[config.mk]
export PLATFORM = sky130hd
export DESIGN_NAME = seg_scan_driver
export DESIGN_NICKNAME = d
export VERILOG_FILES = /design/src/rtl/seg_scan_driver.sv
export SDC_FILE = /design/constraint.sdc
export NUM_CORES = 1
export LEC_CHECK = 0
export CAP_MARGIN = 20
export CORE_ASPECT_RATIO = 0.7
export CORE_MARGIN = 2
export CORE_UTILIZATION = 30
export DETAILED_ROUTE_END_ITERATION = 8
export SYNTH_ARGS = -nofsm -noshare
export SYNTH_HDL_FRONTEND = slang
export SYNTH_SLANG_ARGS = --single-unit
export TNS_END_PERCENT = 10
[constraint.sdc]
create_clock -name FPGA_CLK -period 3.1 [get_ports FPGA_CLK]
set_clock_uncertainty 0.1 [all_clocks]
set_input_delay 0.62 -clock FPGA_CLK [delete_from_list [all_inputs] [get_ports FPGA_CLK]]
set_output_delay 0.62 -clock FPGA_CLK [all_outputs]
set_load 0.01 [all_outputs]
[src/rtl/seg_scan_driver.sv]
// -----------------------------------------------------------------------------
// seg_scan_driver
//
// Time-multiplexed scanner for N_DIG common-anode 7-segment digits. Each digit
// gets one slot of DIV = CLK_HZ/SCAN_HZ clock cycles. The first BLANK_CYC
// cycles of a slot are all-off so that the previous digit's segments cannot
// ghost onto the next digit while the drivers switch over.
//
// The display reads a shadow copy of data/dot_in/dig_mask. The shadow is
// refreshed only once per frame (on the first clock after reset release and on
// the last-digit -> digit-0 wrap), so a frame never mixes old and new values.
//
// Optional feature macro: SEG_LZB_EN
//   defined   : leading-zero blanking on the shadow snapshot. Zero (or masked)
//               digits from N_DIG-1 downward are blanked until the first
//               nonzero enabled digit; digit 0 is never blanked; the dot of a
//               blanked digit is still shown.
//   undefined : every digit is decoded as-is (zero shows as 7'h01).
//
// Ports
//   FPGA_CLK        in   1        system clock, rising edge
//   RST_N           in   1        synchronous reset, active-low
//   data            in   4*N_DIG  one nibble per digit, data[3:0] = digit 0
//   dot_in          in   N_DIG    1 = light that digit's dot
//   dig_mask        in   N_DIG    1 = digit enabled, 0 = dark for its slot
//   segment         out  7        active-low segments, bit6 = a .. bit0 = g
//   seg_enable_num  out  N_DIG    active-low digit enables, one-hot-low when lit
//   dot             out  1        active-low dot
//   frame_tick      out  1        one-cycle pulse when the shadow is reloaded
// -----------------------------------------------------------------------------
module seg_scan_driver #(
    parameter int N_DIG     = 4,
    parameter int CLK_HZ    = 50_000_000,
    parameter int SCAN_HZ   = 1000,
    parameter int BLANK_CYC = 500
) (
    input  logic                 FPGA_CLK,
    input  logic                 RST_N,
    input  logic [4*N_DIG-1:0]   data,
    input  logic [N_DIG-1:0]     dot_in,
    input  logic [N_DIG-1:0]     dig_mask,
    output logic [6:0]           segment,
    output logic [N_DIG-1:0]     seg_enable_num,
    output logic                 dot,
    output logic                 frame_tick
);

    localparam int DIV   = CLK_HZ / SCAN_HZ;
    localparam int CNT_W = (DIV > 1) ? $clog2(DIV) : 1;
    localparam int IDX_W = (N_DIG > 1) ? $clog2(N_DIG) : 1;

    localparam logic [CNT_W-1:0] CNT_LAST   = CNT_W'(DIV - 1);
    localparam logic [CNT_W-1:0] BLANK_LAST = CNT_W'((BLANK_CYC > 0) ? BLANK_CYC - 1 : 0);
    localparam logic [IDX_W-1:0] IDX_LAST   = IDX_W'(N_DIG - 1);
    localparam bit               HAS_BLANK  = (BLANK_CYC > 0);

    localparam logic [6:0] SEG_OFF = 7'h7F;

    typedef enum logic {
        ST_BLANK = 1'b0,
        ST_ON    = 1'b1
    } state_t;

    // With no blanking gap the scanner lives permanently in ST_ON.
    localparam state_t ST_RESET = HAS_BLANK ? ST_BLANK : ST_ON;

    // Hex to active-low a..g pattern.
    function automatic logic [6:0] seg_decode(input logic [3:0] nib);
        logic [6:0] pat;
        case (nib)
            4'h0: pat = 7'h01;
            4'h1: pat = 7'h4F;
            4'h2: pat = 7'h12;
            4'h3: pat = 7'h06;
            4'h4: pat = 7'h4C;
            4'h5: pat = 7'h24;
            4'h6: pat = 7'h20;
            4'h7: pat = 7'h0F;
            4'h8: pat = 7'h00;
            4'h9: pat = 7'h04;
            4'hA: pat = 7'h08;
            4'hB: pat = 7'h60;
            4'hC: pat = 7'h31;
            4'hD: pat = 7'h42;
            4'hE: pat = 7'h30;
            default: pat = 7'h38;
        endcase
        return pat;
    endfunction

    // ------------------------------------------------------------------
    // State
    // ------------------------------------------------------------------
    state_t               r_state;
    logic [CNT_W-1:0]     r_cnt;
    logic [IDX_W-1:0]     r_idx;
    logic                 r_load_pend;
    logic [4*N_DIG-1:0]   r_sh_data;
    logic [N_DIG-1:0]     r_sh_dot;
    logic [N_DIG-1:0]     r_sh_mask;

    // ------------------------------------------------------------------
    // Slot decode from the shadow snapshot
    // ------------------------------------------------------------------
    logic                 w_slot_end;
    logic                 w_frame_end;
    logic                 w_load;
    logic [3:0]           w_nib;
    logic                 w_dig_on;
    logic                 w_dig_dot;
    logic [6:0]           w_seg;
    logic [N_DIG-1:0]     w_en_lit;

    assign w_slot_end  = (r_cnt == CNT_LAST);
    assign w_frame_end = w_slot_end && (r_idx == IDX_LAST);
    assign w_load      = r_load_pend || w_frame_end;

    assign w_nib     = r_sh_data[{r_idx, 2'b00} +: 4];
    assign w_dig_on  = r_sh_mask[r_idx];
    assign w_dig_dot = r_sh_dot[r_idx];

    // NOTE: give every always_comb output a default before any conditional
    // write, otherwise the unassigned paths infer a latch.
    always_comb begin
        w_en_lit        = '1;
        w_en_lit[r_idx] = 1'b0;
    end

`ifdef SEG_LZB_EN
    // w_lead_zero[i] is set while digits N_DIG-1..i are all zero or masked.
    // Bit 0 stays clear so the units digit always shows.
    logic [N_DIG-1:0] w_lead_zero;

    always_comb begin
        logic run;
        run         = 1'b1;
        w_lead_zero = '0;
        for (int i = N_DIG - 1; i > 0; i--) begin
            run            = run & ((r_sh_data[4*i +: 4] == 4'h0) | ~r_sh_mask[i]);
            w_lead_zero[i] = run;
        end
    end

    assign w_seg = w_lead_zero[r_idx] ? SEG_OFF : seg_decode(w_nib);
`else
    assign w_seg = seg_decode(w_nib);
`endif

    // ------------------------------------------------------------------
    // Scan FSM, snapshot and registered pin drivers
    // ------------------------------------------------------------------
    // NOTE: sequential state uses non-blocking assignments only, so every
    // right-hand side below sees the value from before this clock edge.
    always_ff @(posedge FPGA_CLK) begin
        if (!RST_N) begin
            r_state        <= ST_RESET;
            r_cnt          <= '0;
            r_idx          <= '0;
            r_load_pend    <= 1'b1;
            // NOTE: the shadow is a handful of flops, not a RAM, so clearing
            // it costs nothing and keeps the first frame deterministic.
            r_sh_data      <= '0;
            r_sh_dot       <= '0;
            r_sh_mask      <= '0;
            segment        <= SEG_OFF;
            seg_enable_num <= '1;
            dot            <= 1'b1;
            frame_tick     <= 1'b0;
        end else begin
            r_cnt <= w_slot_end ? '0 : r_cnt + 1'b1;

            // A masked digit still consumes its slot, so brightness stays
            // uniform regardless of how many digits are enabled.
            if (w_slot_end) begin
                r_idx <= (r_idx == IDX_LAST) ? '0 : r_idx + 1'b1;
            end

            case (r_state)
                ST_BLANK: begin
                    if (r_cnt == BLANK_LAST) begin
                        r_state <= ST_ON;
                    end
                end
                default: begin
                    if (w_slot_end && HAS_BLANK) begin
                        r_state <= ST_BLANK;
                    end
                end
            endcase

            // Snapshot on the first cycle after reset and at each frame wrap.
            r_load_pend <= 1'b0;
            frame_tick  <= w_load;
            if (w_load) begin
                r_sh_data <= data;
                r_sh_dot  <= dot_in;
                r_sh_mask <= dig_mask;
            end

            // Pins follow the current state/idx one cycle later.
            if (r_state == ST_ON) begin
                segment        <= w_seg;
                seg_enable_num <= w_dig_on ? w_en_lit : '1;
                dot            <= ~w_dig_dot;
            end else begin
                segment        <= SEG_OFF;
                seg_enable_num <= '1;
                dot            <= 1'b1;
            end
        end
    end

endmodule

== Word level (Yosys, flattened, before mapping) ==
Memories as Yosys holds them, arrays and structs flattened. A register that Yosys moved wholly into a read port is not among the register bits.
Cells that the tools add are included.
Storage, ports and cells
  flip-flop bits (word level): 50
  bits of input ports: 26
  memory bits (read-only): 112
  output and inout bits: 13
  memories: 1
Cells by class
  bitwise logic cells: 3
  shift-type cells: 1
  $add $sub $neg: 2
  reduce and logical (&&, ||, !) cells: 7
  equality and inequality tests: 3
  $lt $le $gt $ge: 2
  multiplexer cells: 11
Memory list
  (no name shown): depth 16, width 7, rd ports 1, clocked after memory_dff 1, write ports 0, RTL line 70  | case (nib)
Operators by type and width (number)
  $add A16 B1 Y16 const B: 1
  $eq A16 B16 Y1 const B: 1
  $eq A16 B9 Y1 const B: 1
  $shiftx A16 B5 Y4: 1
  $mux W1: 7
  $bmux W1 S2: 2
  $not A4 Y4: 1
  $lt A2 B3 Y1 const B: 1
  $reduce_and A3 Y1: 1
  $add A2 B1 Y2 const B: 1
  $demux W1 S2: 1
  $eq A2 B2 Y1 const B: 1
  $ge A2 B1 Y1 const B: 1
  $logic_and A1 B1 Y1: 2
  $mux W2: 1
  $not A1 Y1: 2
  $reduce_and A2 Y1: 1
  $reduce_or A2 Y1: 1
  $logic_not A1 Y1: 1
  $logic_or A1 B1 Y1: 1

== Logic depth before layout (Yosys ltp) ==
Gate-level depths: netlist of run 1.
  word-level depth: 5
  depth in mapped cells: 8
  depth with buffers taken out: 7

== Worst setup path after synthesis of run 1 ==
No wires, ideal clock.
  kind: flip-flop to flip-flop
  from: register r_idx[0]
  to: register segment[0]
  period minus slack after synthesis: 1.949 ns
  buffers on the path: 1
  required time: 2.860 ns
  slack: 1.151 ns
  data arrival time: 1.709 ns
  stages on the path, launching flop included: 7
  cell sequence: dfxtp_1 -> buf_6 -> mux4_2 -> ha_1 -> mux2_4 -> nand2_1 -> o211ai_1
Between the ends
  cells in the longest elaborated chain, start to end: 1
Ends and longest elaborated chain
  start: declaration: RTL line 96  | logic [IDX_W-1:0] r_idx;
  start signal: assignment: RTL line 175  | r_idx <= (r_idx == IDX_LAST) ? '0 : r_idx + 1'b1;
  $shiftx A16 B5 Y4: RTL line 118  | assign w_nib = r_sh_data[{r_idx, 2'b00} +: 4];
  end: declaration: RTL line 42  | output logic [6:0] segment,
Every way passes these cells.
A chain may end at the register's enable or synchronous reset.

== Final worst setup path of run 1 ==
  from: register r_idx[0]
  to: register segment[3]
The elaborated chain is that of the path after synthesis.

==> out/metrics.csv, run 1 <==
stage;metric;value;unit
outcome;status;finished clean;
drt;wl_per_cell;12.1;µm
global_route;antenna_found_initial;0;
pwr;combPwrFrac;0.060;
synth;yosysSeqAreaShare;0.429;
drt;wirelength;5270;µm
cts;ctsHoldBuffers;0;
die;ios;39;
critical_path;cp-end-kind;flop;
synth;synth_area_leaders;dfxtp_1 (43%), mux2i_1 (11%), nand2_1 (8.7%);
global_route;grt_pass1_vias;1817;
drt;antenna_left;0;
synth;synth_warnings;0;
sta;relSlewSlack;0.633;
pwr;p_int;0.00173;W
finish;final_area;0.00345;mm²
global_route;grt.busiest_layer;met1;
cts;cts.sinks;57;
critical_path;crit_path_frequent_cell;inv_1;
sta;finalCritPeriodShare;0.748;
pwr;p_sw_frac;0.186;
pwr;peakVddDrop;297;µV
place;portBuffers;38;
cts;numCtsBuffers;9;
sta;worst_pin_slew;0.550;ns
pwr;switchingPower;0.000397;W
cts;cts_tree;done;
global_route;grt_use_met3;0.0438;
die;core;0.00855;mm²
cts;clockBufferDepth;2;
global_route;use_met1;0.181;
global_route;gr-usage-all-layers;0.120;
finish;area_delta_synth_final;29.7;%
global_route;grt_pass1_wl;9030;µm
pwr;leakage;1.35;nW
sta;finalSetupViolCount;0;
synth;syn_area;0.00266;mm²
finish;fin_util;0.404;
pwr;p_per_area;617;mW/mm²
cts;clkSlewWorstSetupHoldPaths;0.05;ns
place;dp_hpwl;3750;µm
die;die_y;82.8;µm
cts;cts_resized;0;
die;rows;28;
critical_path;slowest_stage;mux4_2;
sta;fin_ws;0.781;ns
global_route;use_met2;0.153;
critical_path;crit_fanout;11;
drt;drt_iter0_drc;105;
synth;synth_cell_types;44;
pwr;power_frac_clock;0.577;
critical_path;worst-setup-path-type;reg -> reg;
sta;hold_viol;0;
die;dieArea;0.00965;mm²
finish;num_antenna_cells;0;
finish;most-common-layout-cells;nand2_1 (62), dfxtp_1 (57), clkdlybuf4s50_1 (37);
critical_path;arrival;2.46;ns
synth;synth_top_area_frac;0.429;
finish;final_common_cell;nand2_1;
sta;maxSlewViolCount;0;
synth;async_flop_share;0;
drt;via_count;1943;
synth;synth_nets;311;
finish;nNetsFinal;346;
synth;synth_top_area_cell;dfxtp_1;
drt;drt_pass1_iterations;4;
sta;fin_crit;2.32;ns
drt;via_per_inst;4.48;
die;die_w;117;µm
sta;rsz0062_at_grt;no;
pwr;seqPwrFrac;0.362;
synth;ys.flop_type;dfxtp_1;
sta;fmax;0.431;GHz
critical_path;cp.buffers_inverters;2;
synth;synth_seq_cells;57;
place;placed_cell_area;0.00307;mm²
job;cap_violations;0;
cts;insertion_delay;0.32;ns
global_route;grt_max_degree;28;
finish;drive_gt1_frac;0.0987;
cts;htree_levels;3;
worst_hold_path;hold_path.class;reg -> reg;
synth;avgSynthCellArea;9.71;µm²
die;start_util;0.311;
critical_path;required;3.24;ns
critical_path;crit_path_start_kind;flop;
cts;post-cts-setup-buffers;0;
cts;cts_root_buffer;clkbuf_16;
global_route;grt_overflow;0;
critical_path;critical-path-max-stage-delay;0.67;ns
drt;route.detailed.drc;0;
synth;synth_edf_count;0;
critical_path;path_delay_family;multiplexers;
place;place_congestion;0.746;
critical_path;crit_chain;mux4_2 -> inv_1 -> ha_1 -> inv_1 -> mux2i_1 -> nor3b_1 -> a31oi_1;
place;dp_slack;0.770;ns
sta;tns;0;ns
synth;synthCells;274;
[per-stage QoR]
| step | hold slack [ns] | total power, W | std cells |
|---|---|---|---|
| final | 0.355 | 0.00213 | 434 |
| after global routing | 0.381 | 0.00221 | 434 |
| after CTS | 0.359 | 0.00215 | 434 |
| after detailed placement | 0.351 | 0.000916 | 418 |
| after global placement | 0.346 | 0.000913 | 418 |
| after floorplan | 0.326 | 0.000873 | 274 |
[per-layer routing]
layer	wire length, µm	vias up
met3	283	11
met4	86	0
met1	2860	872
li1	-	1007
met5	0	-
met2	2040	53
[cells in the mapped netlist, drive strengths merged (4+ instances only)]
master	instances
ha	11
mux2i	28
nand4	6
inv	9
xnor2	6
and3	4
nand2	62
mux4	6
xor2	6
nand3	9
nor2	18
clkbuf	8
a21oi	5
dfxtp	57
buf	8
[worst register-to-register path: cells and delay by family, from the launching register on]
family | cells | cell delay, ns
muxes | 2 | 0.80
DFF | 1 | 0.66
adders and majority gates | 1 | 0.23
buffers and inverters | 2 | 0.23
AOI/OAI and AO/OA | 1 | 0.15
and+or+nand+nor | 1 | 0.06
[layout make-up]
cell class,instances,area (µm²)
fillers,862,5100
flip-flops and latches,57,1140
inverters,9,33.8
clock inverters,5,125
clock buffers,11,253
repair buffers,40,390
well taps,120,150
multi-input cells,192,1360
[registers in the layout, summed over array words and instances (netlist names)]
name,cells
r_state,1
r_sh_mask,4
frame_tick,1
r_sh_dot,4
dot,1
r_cnt,16
r_idx,2
r_load_pend,1
segment,7
seg_enable_num,4
r_sh_data,16
[power groups by stage]
stage	clock, W	combinational, W	sequential (W)
after global routing	0.00129	0.000143	0.000774
after floorplan	0	0.0000909	0.000783
after CTS	0.00125	0.000130	0.000771
final	0.00123	0.000128	0.000772
after global placement	0	0.000127	0.000786
after detailed placement	0	0.000129	0.000786
[cells by family (layout without fill, tap and decap cells)]
logic type	after synthesis	count (layout)	share of synthesized area
AOI/OAI and AO/OA	17	17	0.0428
xor gates and xnor gates	12	12	0.0395
adders and majority gates	11	11	0.0517
buffers and inverters	25	65	0.0606
DFF	57	57	0.429
muxes	35	35	0.162
and+or+nand+nor	117	117	0.215
[final timing paths]
| path | slack (ns) | from | depth (start not counted) | end |
|---|---|---|---|---|
| setup / recovery | 0.78 | r_idx[0] | 7 | segment[3] |
| hold / removal | 0.36 | r_sh_mask[0] | 2 | r_sh_mask[0] |
| setup reg to reg | 0.78 | r_idx[0] | 7 | segment[3] |
| hold reg to reg | 0.36 | r_sh_mask[0] | 2 | r_sh_mask[0] |
No activity file was read; power rests on OpenSTA's default activity.
==> run 2, diff against run 1 <==
==> constraint.sdc (replaced) <==
create_clock -name FPGA_CLK -period 2.1 [get_ports FPGA_CLK]
set_clock_uncertainty 0.1 [all_clocks]
set_input_delay 0.42 -clock FPGA_CLK [delete_from_list [all_inputs] [get_ports FPGA_CLK]]
set_output_delay 0.42 -clock FPGA_CLK [all_outputs]
set_load 0.01 [all_outputs]
==> run 2 against run 1 <==
Net effect: non-clock buffer count grew 6; combinational power grew 56%; first-iteration DRC count shrank 41%; sequential power grew 48%; cell area grew 0.80%; worst hold slack gained 0.0061 ns; via count grew 2.3%; largest cell class unchanged.
==> out/metrics.csv, run 2 (same netlist as run 1, synthesis figures left out) <==
stage;metric;value;unit
outcome;status;finished clean;
finish;fillerInstances;862;
pwr;combPwrFrac;0.067;
place;portBuffers;38;
sta;maxSlewViolCount;0;
critical_path;worst-setup-path-type;reg -> reg;
sta;hold_ws;0.361;ns
die;die_w;117;µm
sta;worst_pin_slew;0.508;ns
pwr;p_per_area;862;mW/mm²
die;start_util;0.311;
cts;numCtsBuffers;9;
drt;wirelength;5400;µm
pwr;seqPwrFrac;0.380;
pwr;power_frac_clock;0.553;
place;dp_slack;0.0255;ns
finish;fin_util;0.407;
sta;hold_viol;0;
sta;relSlewSlack;0.661;
sta;fin_crit;1.95;ns
job;cap_violations;0;
finish;area_delta_synth_final;30.7;%
finish;final_common_cell;nand2_1;
drt;drt_iter0_drc;62;
pwr;p_sw_frac;0.196;
finish;ff_latch_area;0.00114;mm²
critical_path;r2r_slack;0.15;ns
global_route;grt_overflow;0;
cts;cts.sinks;57;
pwr;p_int;0.00241;W
worst_hold_path;hold_path.class;reg -> reg;
sta;finalSetupViolCount;0;
place;place_congestion;0.746;
die;dieArea;0.00965;mm²
drt;via_count;1987;
pwr;leakage;1.37;nW
pwr;peakVddDrop;287;µV
cts;cts_root_buffer;clkbuf_16;
global_route;gr-usage-all-layers;0.121;
cts;ctsHoldBuffers;0;
cts;cts_tree;done;
cts;clkSlewWorstSetupHoldPaths;0.05;ns
drt;antenna_left;0;
sta;fmax;0.512;GHz
cts;insertion_delay;0.33;ns
global_route;grt_pass1_wl;8920;µm
critical_path;crit_fanout;6;
cts;htree_levels;3;
finish;final_area;0.00348;mm²
die;die_y;82.8;µm
place;placed_cell_area;0.00312;mm²
critical_path;required;2.19;ns
sta;finalCritPeriodShare;0.931;
place;dp_hpwl;3830;µm
drt;wl_per_cell;12.3;µm
pwr;switchingPower;0.000589;W
finish;num_antenna_cells;0;
die;core;0.00855;mm²
critical_path;crit_path_start_kind;flop;
sta;fin_ws;0.145;ns
finish;most-common-layout-cells;nand2_1 (62), dfxtp_1 (56), clkdlybuf4s50_1 (37);
sta;tns;0;ns
global_route;grt_max_degree;35;
critical_path;cp-end-kind;flop;
die;rows;28;
finish;nNetsFinal;352;
drt;drt_pass1_iterations;5;
critical_path;arrival;2.04;ns
global_route;antenna_found_initial;0;
cts;clockBufferDepth;2;
drt;via_per_inst;4.52;
drt;route.detailed.drc;0;
finish;biggestRegsByFlops;r_cnt (16), r_sh_data (16), segment (7);
finish;drive_gt1_frac;0.125;
die;ios;39;
finish;multi_input_area;0.00136;mm²
sta;rsz0062_at_grt;no;
global_route;grt_pass1_vias;1819;
==> run 2: metrics by stage <==
step / std cells / power (W)
floorplan: 274 / 0.00129
global placement: 422 / 0.00135
detailed placement: 422 / 0.00136
CTS: 438 / 0.00304
global route: 440 / 0.00311
finish: 440 / 0.00300
==> run 2: layout make-up <==
cell class | count | share of cell area
Sequential cell | 57 | 0.328
Tap cell | 120 | 0.0431
Timing Repair Buffer | 46 | 0.129
Multi-Input combinational cell | 192 | 0.391
Clock inverter | 6 | 0.0302
Inverter | 9 | 0.00971
Clock buffer | 10 | 0.0687
==> run 2: power by group through the flow <==
stage          Clock [W]  Combinational (W)  Sequential (W)
5_1_grt          0.00174           0.000222         0.00114
3_5_place_dp           0           0.000197         0.00116
4_1_cts          0.00170           0.000198         0.00114
2_1_floorplan          0           0.000134         0.00116
6_report         0.00166           0.000200         0.00114
3_3_place_gp           0           0.000193         0.00116
==> run 2: path summary, 6_finish.rpt <==
path | from | end | depth (start not counted)
setup / recovery | r_idx[0] | segment[5] | 5
hold / removal | r_sh_data[1] | r_sh_data[1] | 2
setup reg to reg | r_idx[0] | segment[5] | 5
hold reg to reg | r_sh_data[1] | r_sh_data[1] | 2
==> run 2: what timing repair did <==
| item | CTS | global route |
|---|---|---|
| setup endpoints to repair | 0 | 5 |
| setup buffers | 0 | 2 |
| resized for setup | 0 | 3 |
==> run 2: critical path: stages, from the launching register on <==
cell and delay [ns]:
dfxtp_2 0.41, mux4_2 0.61, inv_1 0.14, ha_1 0.27, o211ai_1 0.18, nand3_1 0.10
==> run 2: metal layers <==
layer,track usage,up-vias,part of all wire
li1,-,1013,-
met1,0.184,925,0.56
met2,0.147,45,0.38
met3,0.0445,4,0.052
met4,0.0545,0,0.010
met5,0,-,0
